<file path="src/rtl/branch_unit_pkg.sv">
// branch_unit_pkg: branch mode encoding shared by the branch unit, its interface and bench.
// Contents: BranchMode_t enum (4-bit), codes 11..15 are undefined and never taken.
package BranchModesPackage;
   typedef enum logic [3:0] {
      BranchMode_NONE = 4'd0,
      BranchMode_BEQ  = 4'd1,
      BranchMode_BGEZ = 4'd2,
      BranchMode_BGTZ = 4'd3,
      BranchMode_BLEZ = 4'd4,
      BranchMode_BLTZ = 4'd5,
      BranchMode_BNE  = 4'd6,
      BranchMode_BC1T = 4'd7,
      BranchMode_BC1F = 4'd8,
      BranchMode_J    = 4'd9,
      BranchMode_JR   = 4'd10
   } BranchMode_t;
endpackage

</file>
<file path="src/rtl/branch_unit_if.sv">
// branch_unit_if: execute-stage branch request/response bundle.
// Signals: mode, pcAddress, branchAddressOffset, jumpAddress, jumpRegisterAddress,
//   resultZero/Negative/Positive (+ fpuCondition when BRANCH_BC1_EN) -> shouldUseNewPC, branchTo.
// Modports: master drives the request, slave (branch_unit) drives the response.
interface branch_unit_if;
   import BranchModesPackage::*;
   BranchMode_t mode;
   logic [31:0] pcAddress;
   logic [15:0] branchAddressOffset;
   logic [25:0] jumpAddress;
   logic [31:0] jumpRegisterAddress;
   logic        resultZero;
   logic        resultNegative;
   logic        resultPositive;
`ifdef BRANCH_BC1_EN
   logic        fpuCondition;
`endif
   logic        shouldUseNewPC;
   logic [31:0] branchTo;
   modport master (
      input  shouldUseNewPC, branchTo,
      output mode, pcAddress, branchAddressOffset, jumpAddress, jumpRegisterAddress,
             resultZero, resultNegative, resultPositive
`ifdef BRANCH_BC1_EN
      , fpuCondition
`endif
   );
   modport slave (
      output shouldUseNewPC, branchTo,
      input  mode, pcAddress, branchAddressOffset, jumpAddress, jumpRegisterAddress,
             resultZero, resultNegative, resultPositive
`ifdef BRANCH_BC1_EN
      , fpuCondition
`endif
   );
endinterface

</file>
<file path="src/rtl/branch_unit_target_calc.sv">
// branch_target_calc: candidate targets for PC-relative, J and JR redirects.
// Ports: i_pc, i_off (signed word offset), i_jump (word index), i_jr -> o_rel, o_j, o_jr.
module branch_target_calc (
   input  logic [31:0] i_pc,
   input  logic [15:0] i_off,
   input  logic [25:0] i_jump,
   input  logic [31:0] i_jr,
   output logic [31:0] o_rel,
   output logic [31:0] o_j,
   output logic [31:0] o_jr
);
   // Sign-extended byte offset; the add wraps modulo 2^32.
   assign o_rel = i_pc + {{14{i_off[15]}}, i_off, 2'b00};
   assign o_j   = {i_pc[31:28], i_jump, 2'b00};
   assign o_jr  = i_jr;
endmodule

</file>
<file path="src/rtl/branch_unit.sv">
// branch_unit: combinational branch/jump resolution for the execute stage.
// Ports: clk, rst (active-low, unused: no state), bus (branch_unit_if.slave).
// Option: BRANCH_BC1_EN enables BC1T/BC1F on fpuCondition; otherwise they are never taken.
module branch_unit
   import BranchModesPackage::*;
(
   input  logic clk,
   input  logic rst,
   branch_unit_if.slave bus
);
   logic [31:0] w_rel;
   logic [31:0] w_j;
   logic [31:0] w_jr;
   logic [31:0] w_target;
   logic        w_taken;
   logic        w_unused;
   assign w_unused = &{1'b0, clk, rst};
   branch_target_calc u_calc (
      .i_pc   (bus.pcAddress),
      .i_off  (bus.branchAddressOffset),
      .i_jump (bus.jumpAddress),
      .i_jr   (bus.jumpRegisterAddress),
      .o_rel  (w_rel),
      .o_j    (w_j),
      .o_jr   (w_jr)
   );
   // Flags are taken literally, so inconsistent combinations follow the table as written.
   always_comb begin
      w_taken  = 1'b0;
      w_target = w_rel;
      unique case (bus.mode)
         BranchMode_BEQ:  w_taken = bus.resultZero;
         BranchMode_BNE:  w_taken = !bus.resultZero;
         BranchMode_BGEZ: w_taken = bus.resultZero | bus.resultPositive;
         BranchMode_BGTZ: w_taken = bus.resultPositive;
         BranchMode_BLEZ: w_taken = bus.resultZero | bus.resultNegative;
         BranchMode_BLTZ: w_taken = bus.resultNegative;
`ifdef BRANCH_BC1_EN
         BranchMode_BC1T: w_taken = bus.fpuCondition;
         BranchMode_BC1F: w_taken = !bus.fpuCondition;
`endif
         BranchMode_J: begin
            w_taken  = 1'b1;
            w_target = w_j;
         end
         BranchMode_JR: begin
            w_taken  = 1'b1;
            w_target = w_jr;
         end
         default: w_taken = 1'b0;
      endcase
   end
   assign bus.shouldUseNewPC = w_taken;
   assign bus.branchTo       = w_taken ? w_target : 'x;
endmodule

</file>
<file path="src/flat_wrapper.sv">
// flat-port wrapper written by rule: the top's interface ports become plain ports
module branch_unit_flat import BranchModesPackage::*;
  (clk, rst, bus_shouldUseNewPC, bus_branchTo, bus_mode, bus_pcAddress, bus_branchAddressOffset, bus_jumpAddress, bus_jumpRegisterAddress, bus_resultZero, bus_resultNegative, bus_resultPositive);
  branch_unit_if bus_i ();
  input  logic clk;
  input  logic rst;
  output wire logic [$bits(bus_i.shouldUseNewPC)-1:0] bus_shouldUseNewPC;
  output wire logic [$bits(bus_i.branchTo)-1:0] bus_branchTo;
  input wire logic [$bits(bus_i.mode)-1:0] bus_mode;
  input wire logic [$bits(bus_i.pcAddress)-1:0] bus_pcAddress;
  input wire logic [$bits(bus_i.branchAddressOffset)-1:0] bus_branchAddressOffset;
  input wire logic [$bits(bus_i.jumpAddress)-1:0] bus_jumpAddress;
  input wire logic [$bits(bus_i.jumpRegisterAddress)-1:0] bus_jumpRegisterAddress;
  input wire logic [$bits(bus_i.resultZero)-1:0] bus_resultZero;
  input wire logic [$bits(bus_i.resultNegative)-1:0] bus_resultNegative;
  input wire logic [$bits(bus_i.resultPositive)-1:0] bus_resultPositive;
  assign bus_shouldUseNewPC = bus_i.shouldUseNewPC;
  assign bus_branchTo = bus_i.branchTo;
  assign bus_i.mode = bus_mode;
  assign bus_i.pcAddress = bus_pcAddress;
  assign bus_i.branchAddressOffset = bus_branchAddressOffset;
  assign bus_i.jumpAddress = bus_jumpAddress;
  assign bus_i.jumpRegisterAddress = bus_jumpRegisterAddress;
  assign bus_i.resultZero = bus_resultZero;
  assign bus_i.resultNegative = bus_resultNegative;
  assign bus_i.resultPositive = bus_resultPositive;
  branch_unit u_core (.clk(clk), .rst(rst), .bus(bus_i));
endmodule
</file>
<file path="config.mk">
export PLATFORM = sky130hd
export DESIGN_NAME = branch_unit_flat
export DESIGN_NICKNAME = d
export VERILOG_FILES = /design/src/rtl/branch_unit_pkg.sv /design/src/rtl/branch_unit_if.sv /design/src/rtl/branch_unit_target_calc.sv /design/src/rtl/branch_unit.sv /design/src/flat_wrapper.sv
export SDC_FILE = /design/constraint.sdc
export NUM_CORES = 1
export LEC_CHECK = 0
export CAP_MARGIN = 20
export CORE_MARGIN = 2
export CORE_UTILIZATION = 60
export DETAILED_ROUTE_END_ITERATION = 8
export DONT_BUFFER_PORTS = 1
export PLACE_DENSITY = 0.86
export SLEW_MARGIN = 10
export SYNTH_ARGS = -nofsm -noshare
export SYNTH_HDL_FRONTEND = slang
export SYNTH_SLANG_ARGS = --single-unit
</file>
<file path="constraint.sdc">
create_clock -name vclk -period 6.19
set_input_delay 0.9285 -clock vclk [all_inputs]
set_output_delay 0.9285 -clock vclk [all_outputs]
set_load 0.01 [all_outputs]
</file>
==> reports/metrics.cfg, run 1 <==
[logic_synthesis]
yosys_warnings=0
synth_area_per_cell_um2=6.79
synth_area_mm2=0.00216
syn_nets=463
synth_cell_type_count=52
ys_seq_area_share_pct=0
syn_inst=318

[final_layout]
nClkBuffers=0
seq_cells=0
design_area_mm2=0.00222
antenna_cells=0
drive_gt1_share_pct=5.57
area_delta_synth_final_pct=2.78
fin_nets=452
ff_latch_area_um2=0

[power]
sw_frac_of_total_pct=60.4
switchingPower_uw=143
p_leak_uw=0.000888
power_density_mw_per_mm2=107
p_comb_share_pct=100.0
p_seq_share_pct=0
clkPwrFrac_pct=0
p_int_uw=93.9
peakVddDrop_mv=0.0569

[placement]
port_buffers=0
postPlaceCellArea_mm2=0.00219
gp_congestion=0.901
dp_slack_ns=1.91
dp_hpwl_um=4980

[grt]
grt_pass1_wl_um=9780
track_usage_pct=28.4
grt_pass1_vias=2178
grt_max_degree=35
grt.overflow.total=0
antenna_found_initial=0

[hold_path]
min_path_cells=2
whs_endpoint=bus_branchTo[28]
min_path_type=input pin to output port
min_from=bus_pcAddress[28]

[floorplanning]
die_h_um=64.0
rows=21
start_util_pct=63.7
core_area_mm2=0.00339
ios=148
die_area_mm2=0.00409
die_x_um=64.0

[worst_setup_path]
cp.arrival_ns=3.43
crit_path_start_kind=input pin
crit_required_ns=5.26
crit_type=input pin to output port
end_kind=output port
crit_fanout=6

[run]
maxCapViolations=0

[sta]
slew_headroom_pct=63.3
period_minus_slack_ns=4.36
slew_viol_final=0
layout_setup_ws_ns=1.83
worst_slew_pin_slew_ns=0.549
setup_violations=0
finalSetupTns_ns=0
hold_viol=0
rsz0062_at_grt=no
max_freq_mhz=229
fin_crit_sh_pct=70.4

[clock_tree]
cts_setup_buffers=0
cts_resized=0
holdBufCountCts=0

[drt]
routedWlPerCell_um=17.8
routed-wl-met2_um=3130
antenna_left=0
met3WireLength_um=496
avgViaCountPerCell=7.07
drt-met1-wl_um=2590
drc=0
drtIter0Drc=102
vias=2482
drtPass1Iterations=4
totalWireLength_um=6260
highest_layer=met4

[outcome]
outcome=finished clean

[critical path, stage by stage]
cell and delay, ns:
ha_1 0.19, inv_1 0.07, fa_1 0.40, nor2b_1 0.13, o21a_1 0.13, o21ai_0 0.10, a21oi_1 0.45, a21oi_2 0.12
a21boi_1 0.29, o41a_1 0.23, nor3_1 0.07, o31ai_2 0.31
[through the flow]
stage / utilization, % / power, uW / hold slack (ns) / cells
after global routing: 65.4 / 262 / 2.01 / 351
after detailed placement: 64.6 / 232 / 2.00 / 350
after CTS: 64.6 / 233 / 2.00 / 350
final: 65.4 / 237 / 2.00 / 351
after floorplan: - / 197 / 1.99 / 318
after global placement: 64.6 / 227 / 2.01 / 350
[power by group through the flow]
stage	logic (uW)	registers [uW]	clock network (uW)
2_1_floorplan	197	0	0
3_3_place_gp	227	0	0
3_5_place_dp	232	0	0
4_1_cts	233	0	0
5_1_grt	262	0	0
6_report	237	0	0
[per-layer routing]
metal  vias up  global-route usage [%]
li1       1218                       -
met1      1142                    33.8
met2       118                    54.8
met3         4                    3.70
met4         0                    2.99
met5         -                       0
[Yosys cell counts, types with 4 or more instances]
| cell type | count | share of area [%] |
|---|---|---|
| a21o_1 | 10 | 3.5 |
| nor2_1 | 17 | 3.0 |
| o21ai_0 | 35 | 8.1 |
| clkbuf_1 | 13 | 2.3 |
| nor3b_1 | 6 | 2.1 |
| o21a_1 | 12 | 4.2 |
| nand3_1 | 11 | 2.6 |
| nor3_1 | 7 | 1.6 |
| o31ai_1 | 4 | 1.4 |
| nor2b_1 | 5 | 1.4 |
| nand4_1 | 5 | 1.4 |
| o21ai_1 | 5 | 1.2 |
| a22oi_1 | 26 | 9.0 |
| xnor2_1 | 9 | 3.7 |
| ha_1 | 29 | 17 |
| inv_1 | 7 | 1.2 |
| xor2_1 | 9 | 3.7 |
| a21oi_1 | 29 | 6.7 |
| nand2_1 | 22 | 3.8 |
| o21bai_1 | 4 | 1.4 |
[worst max-delay path by stage]
stage                                     from                to  slack (ns)  depth (start not counted)
CTS                 bus_branchAddressOffset[0]  bus_branchTo[28]        1.88                         12
global route        bus_branchAddressOffset[0]  bus_branchTo[28]        1.59                         12
finish              bus_branchAddressOffset[0]  bus_branchTo[28]        1.83                         12
detailed placement  bus_branchAddressOffset[0]  bus_branchTo[28]        1.91                         12
floorplan           bus_branchAddressOffset[9]  bus_branchTo[28]        2.24                         11
global placement    bus_branchAddressOffset[0]  bus_branchTo[28]        1.93                         12
[cell usage in the layout, fill, tap and decap left out, types with 9 or more instances in the layout]
cell / instances
a22oi_1: 26
nand3_1: 11
nor2_1: 17
o21ai_0: 35
ha_1: 29
o21a_1: 12
xor2_1: 9
nand2_1: 22
xnor2_1: 9
a21o_1: 10
a21oi_1: 29
[cells by family (layout without fill, tap and decap cells)]
family	Yosys count	count (layout)	share of synthesized area, %
xor gates and xnor gates	18	18	7.30
adders and majority gates	30	30	17.7
buffers and inverters	23	10	4.46
muxes	2	2	0.928
AOI/OAI and AO/OA	159	159	49.5
and+or+nand+nor	86	86	20.1
[cell type report]
class,count,area [um^2]
multi-input combinational,295,2090
tap,46,57.6
fill,332,1170
inverter,7,26.3
timing repair buffer,3,42.5
No activity file was read; power rests on OpenSTA's default activity.
==> run 2: changes to the inputs <==
==> constraint.sdc (replaced) <==
create_clock -name vclk -period 4.5
set_input_delay 0.675 -clock vclk [all_inputs]
set_output_delay 0.675 -clock vclk [all_outputs]
set_load 0.01 [all_outputs]
==> reports/metrics.cfg, run 2 (same netlist as run 1, synthesis figures left out) <==
[grt]
antenna_found_initial=0  ; unchanged
grt_pass1_vias=2253  ; +3.4%
grt_max_degree=33  ; -5.7%
met3_usage_pct=3.87  ; +0.18 points
grt_pass1_wl_um=10300  ; +5.2%
track_usage_pct=30.0  ; +1.6 points
grt-busiest-layer=met2
grt.overflow.total=0  ; unchanged
grtUsageMet1_pct=35.9  ; +2.1 points
met2_usage_pct=57.2  ; +2.3 points

[clock_tree]
cts_resized=0  ; unchanged
cts_setup_buffers=0  ; unchanged
holdBufCountCts=0  ; unchanged

[final_layout]
final_common_cell=o21ai_0
antenna_cells=0  ; unchanged
seq_cells=0  ; unchanged
final_cell_mix=35 x o21ai_0, 29 x a21oi_1, 29 x ha_1, 26 x a22oi_1, 22 x nand2_1
drive_gt1_share_pct=5.57  ; unchanged
fin_util_pct=64.9  ; -0.59 points
stdcell_count=351  ; unchanged
nClkBuffers=0  ; unchanged
area_delta_synth_final_pct=1.86
fin_nets=452  ; unchanged
ff_latch_area_um2=0  ; unchanged

[drt]
drtIter0Drc=143  ; +40%
drc=0  ; unchanged
totalWireLength_um=6450  ; +3.1%
vias=2452  ; -1.2%
antenna_left=0  ; unchanged
avgViaCountPerCell=6.99  ; -1.2%
routedWlPerCell_um=18.4  ; +3.1%
drtPass1Iterations=4  ; unchanged

[power]
p_int_uw=127  ; +36%
power_density_mw_per_mm2=148  ; +39%
p_comb_share_pct=100.0  ; about the same
clkPwrFrac_pct=0  ; unchanged
p_seq_share_pct=0  ; unchanged
switchingPower_uw=198  ; +38%
sw_frac_of_total_pct=60.8  ; +0.45 points
peakVddDrop_mv=0.0767  ; +35%
total_power_uw=326  ; +37%
p_leak_uw=0.000882  ; -0.72%

[floorplanning]
ios=148  ; unchanged
start_util_pct=63.7  ; unchanged
die_h_um=64.0  ; unchanged
die_x_um=64.0  ; unchanged
rows=21  ; unchanged
core_area_mm2=0.00339  ; unchanged
die_area_mm2=0.00409  ; unchanged

[placement]
dp_hpwl_um=5250  ; +5.4%
place_inst=351  ; +0.29%
gp_congestion=0.956  ; +6.1%
port_buffers=0  ; unchanged

[worst_setup_path]
crit_required_ns=3.83  ; -1.43 ns
crit_type=input pin to output port
crit_fanout=6  ; unchanged
crit_path_start_kind=input pin
end_kind=output port
cp.arrival_ns=3.16  ; -0.27 ns

[sta]
worst_slew_pin_slew_ns=0.735  ; +0.187 ns
rsz0062_at_grt=no
finalSetupTns_ns=0  ; unchanged
fin_crit_sh_pct=85.1
max_freq_mhz=261
period_minus_slack_ns=3.83
setup_violations=0  ; unchanged
slew_viol_final=0  ; unchanged
holdWs_ns=1.49  ; -0.508 ns
hold_viol=0  ; unchanged
slew_headroom_pct=50.9  ; -12 points

[run]
maxCapViolations=0  ; unchanged

[outcome]
outcome=finished clean

[hold_path]
min_path_type=input pin to output port

-- run 2: cell counts in the layout (fill, tap and decap cells not counted) --
Identical to the previous run, type by type.
-- run 2: final timing paths --
kind	from	to	slack, ns	cells past startpoint
max	bus_branchAddressOffset[0]	bus_branchTo[28]	0.67	12
min	bus_mode[3]	bus_shouldUseNewPC	1.49	1
-- run 2: power by group through the flow --
stage / Combinational, uW / Clock (uW) / Sequential [uW]
after floorplan: 271 / 0 / 0
after global placement: 314 / 0 / 0
after detailed placement: 321 / 0 / 0
after CTS: 323 / 0 / 0
after global routing: 360 / 0 / 0
final: 326 / 0 / 0
-- run 2: routing by layer --
layer | wire length (um) | vias to the layer above | part of all wire [%]
met5 | 0 | - | 0
met4 | 112 | 0 | 1.7
met3 | 510 | 14 | 7.9
met2 | 3260 | 115 | 51
met1 | 2570 | 1109 | 40
li1 | - | 1214 | -
-- run 2: metrics by stage --
step / setup slack [ns] / cell area, um^2
2_1_floorplan: 1.06 / 2160
3_3_place_gp: 0.760 / 2200
3_5_place_dp: 0.673 / 2200
4_1_cts: 0.664 / 2200
5_1_grt: 0.427 / 2200
6_report: 0.669 / 2200
-- run 2: worst max-delay path: stages --
cell and delay, ns:
ha_1 0.18, inv_1 0.06, fa_1 0.40, nor2b_1 0.14, o21a_1 0.13, o21ai_0 0.10, a21oi_1 0.41, a21oi_2 0.11
a21boi_1 0.27, o41a_1 0.23, nor3_1 0.08, o31ai_2 0.36
-- run 2: area by class of cell --
type / instances / area, um^2
fillers: 312 / 1190
well taps: 46 / 57.6
repair buffers: 3 / 22.5
multi-input cells: 295 / 2090
inverters: 7 / 26.3
==> run 3: changes to the inputs <==
--- a/config.mk
+++ b/config.mk
@@ -14,4 +14,5 @@
 export SLEW_MARGIN = 10
 export SYNTH_ARGS = -nofsm -noshare
 export SYNTH_HDL_FRONTEND = slang
+export SYNTH_HIERARCHICAL = 1
 export SYNTH_SLANG_ARGS = --single-unit
==> reports/metrics.cfg, run 3 <==
[placement]
dp_slack_ns=0.520  ; -0.153 ns
gp_congestion=0.921  ; -3.7%
port_buffers=0  ; unchanged
dp_hpwl_um=6880  ; +31%
place_inst=446  ; +27%

[sta]
rsz0062_at_grt=no
setup_violations=0  ; unchanged
worst_slew_pin_slew_ns=0.685  ; -0.0501 ns
holdWs_ns=1.46  ; -0.0365 ns
layout_setup_ws_ns=0.383  ; -0.286 ns
finalSetupTns_ns=0  ; unchanged
period_minus_slack_ns=4.12  ; +0.286 ns
slew_headroom_pct=53.9  ; +3.0 points
hold_viol=0  ; unchanged
fin_crit_sh_pct=91.5  ; +6.4 points
slew_viol_final=0  ; unchanged
max_freq_mhz=243  ; -6.9%

[power]
p_int_uw=169  ; +32%
switchingPower_uw=285  ; +44%
peakVddDrop_mv=0.0786  ; +2.5%
power_density_mw_per_mm2=168  ; +14%
p_leak_uw=0.00110  ; +25%
sw_frac_of_total_pct=62.8  ; +1.9 points
total_power_uw=454  ; +39%
clkPwrFrac_pct=0  ; unchanged
p_seq_share_pct=0  ; unchanged
p_comb_share_pct=100.0  ; about the same

[logic_synthesis]
synth_common_cells=67 x buf_4, 39 x inv_1, 34 x a21oi_1, 32 x a22oi_1
synth_cell_type_count=58  ; +12%
syn_inst=456  ; +43%
synth_area_per_cell_um2=7.04  ; +3.8%
yosys_warnings=6  ; +6
synthTopCellsByArea=buf_4 16%, ha_1 11%, o21ai_2 8.2%
synth.top_cell.area_share_pct=15.7  ; -1.2 points
ys_seq_area_share_pct=0  ; unchanged
yosysMostFrequentCell=buf_4
synth_area_mm2=0.00321  ; +49%
synth_area_leader_cell=buf_4

[outcome]
outcome=finished clean

[grt]
grt_pass1_vias=2665  ; +18%
grt.overflow.total=0  ; unchanged
grt_max_degree=35  ; +6.1%
track_usage_pct=25.3  ; -4.7 points
grt_pass1_wl_um=12800  ; +24%
antenna_found_initial=0  ; unchanged

[clock_tree]
cts_resized=0  ; unchanged
holdBufCountCts=0  ; unchanged
cts_setup_buffers=0  ; unchanged

[worst_setup_path]
end_kind=output port
startpoint=bus_pcAddress[2]
crit_path_start_kind=input pin
crit_type=input pin to output port
crit_fanout=5  ; -1
crit_required_ns=3.83  ; about the same
cp.arrival_ns=3.44  ; +0.28 ns

[drt]
routedWlPerCell_um=18.3  ; -0.50%
antenna_left=0  ; unchanged
avgViaCountPerCell=6.68  ; -4.4%
vias=2978  ; +21%
drtIter0Drc=240  ; +68%
drc=0  ; unchanged
drtPass1Iterations=5  ; +1
totalWireLength_um=8160  ; +26%

[final_layout]
fin_nets=523  ; +16%
nClkBuffers=0  ; unchanged
stdcell_count=446  ; +27%
final_cell_mix=39 x inv_1, 34 x a21oi_1, 32 x a22oi_1, 30 x o21ai_2, 30 x nor2_1
area_delta_synth_final_pct=-16.0
final_common_cell=inv_1
drive_gt1_share_pct=12.2  ; +6.7 points
seq_cells=0  ; unchanged
ff_latch_area_um2=0  ; unchanged
antenna_cells=0  ; unchanged

[floorplanning]
die_area_mm2=0.00595  ; +45%
die_h_um=77.2  ; +21%
die_x_um=77.2  ; +21%
core_area_mm2=0.00514  ; +52%
ios=148  ; unchanged
rows=26  ; +24%
start_util_pct=62.5  ; -1.2 points

[hold_path]
min_from=bus_mode[3]
min_path_type=input pin to output port

[run]
maxCapViolations=0  ; unchanged

-- run 3: changes by cell type after synthesis, sizes merged, moves of 5 or more --
cell    previous run  this run
nor3b              6         1
a22oi             26        32
nor2              17        30
clkbuf            13         2
o211ai             2         8
nand2             22        27
a21o              13         4
xnor2              9        14
inv                7        39
nand3             11         3
o21ai             41        52
buf                3        81
-- run 3: worst max-delay path: stages --
cell and delay, ns:
ha_1 0.19, inv_1 0.09, fa_1 0.40, nand2b_1 0.24
a211oi_4 0.37, o21bai_2 0.13, a2111oi_4 0.54, o211ai_1 0.16
a221oi_2 0.32, inv_1 0.10, o21ai_2 0.22
-- run 3: through the flow --
step,utilization (%),instance area [um^2]
after floorplan,-,3220
after global placement,52.5,2700
after detailed placement,52.5,2700
after CTS,52.5,2700
after global routing,52.5,2700
final,52.5,2700
-- run 3: kinds of logic (layout without fill, tap and decap cells) --
kind of cell | Yosys count | in the layout | synth area share [%]
AO/OA/AOI/OAI | 175 | 175 | 40.1
buffers and inverters | 122 | 41 | 24.9
AND/OR/NAND/NOR | 101 | 101 | 15.5
adder cells (fa/ha/maj) | 30 | 30 | 11.9
XOR/XNOR | 25 | 25 | 6.82
multiplexers | 2 | 2 | 0.701
other | 1 | 2 | 0.117
-- run 3: final cells by class --
cell class                      count  area, um^2
Multi-Input combinational cell    335        2450
Tap cell                           70        87.6
Fill cell                         524        2440
Inverter                           39         146
Timing Repair Buffer                2        15.0
-- run 3: worst paths after layout --
path	end	slack (ns)	cells after the start
worst max-delay path	bus_branchTo[26]	0.38	11
worst min-delay path	bus_shouldUseNewPC	1.46	1
-- run 3: metal layers --
layer,GRT usage [%],routed length (um),vias to the layer above
met5,0,0,-
met4,2.14,42,0
met3,2.24,737,4
met2,45.7,3890,171
met1,33.7,3490,1374
li1,-,-,1429
-- run 3: power by group through the flow --
stage | Combinational, uW | Clock, uW | Sequential (uW)
after floorplan | 415 | 0 | 0
after global placement | 436 | 0 | 0
after detailed placement | 447 | 0 | 0
after CTS | 448 | 0 | 0
after global routing | 493 | 0 | 0
final | 454 | 0 | 0
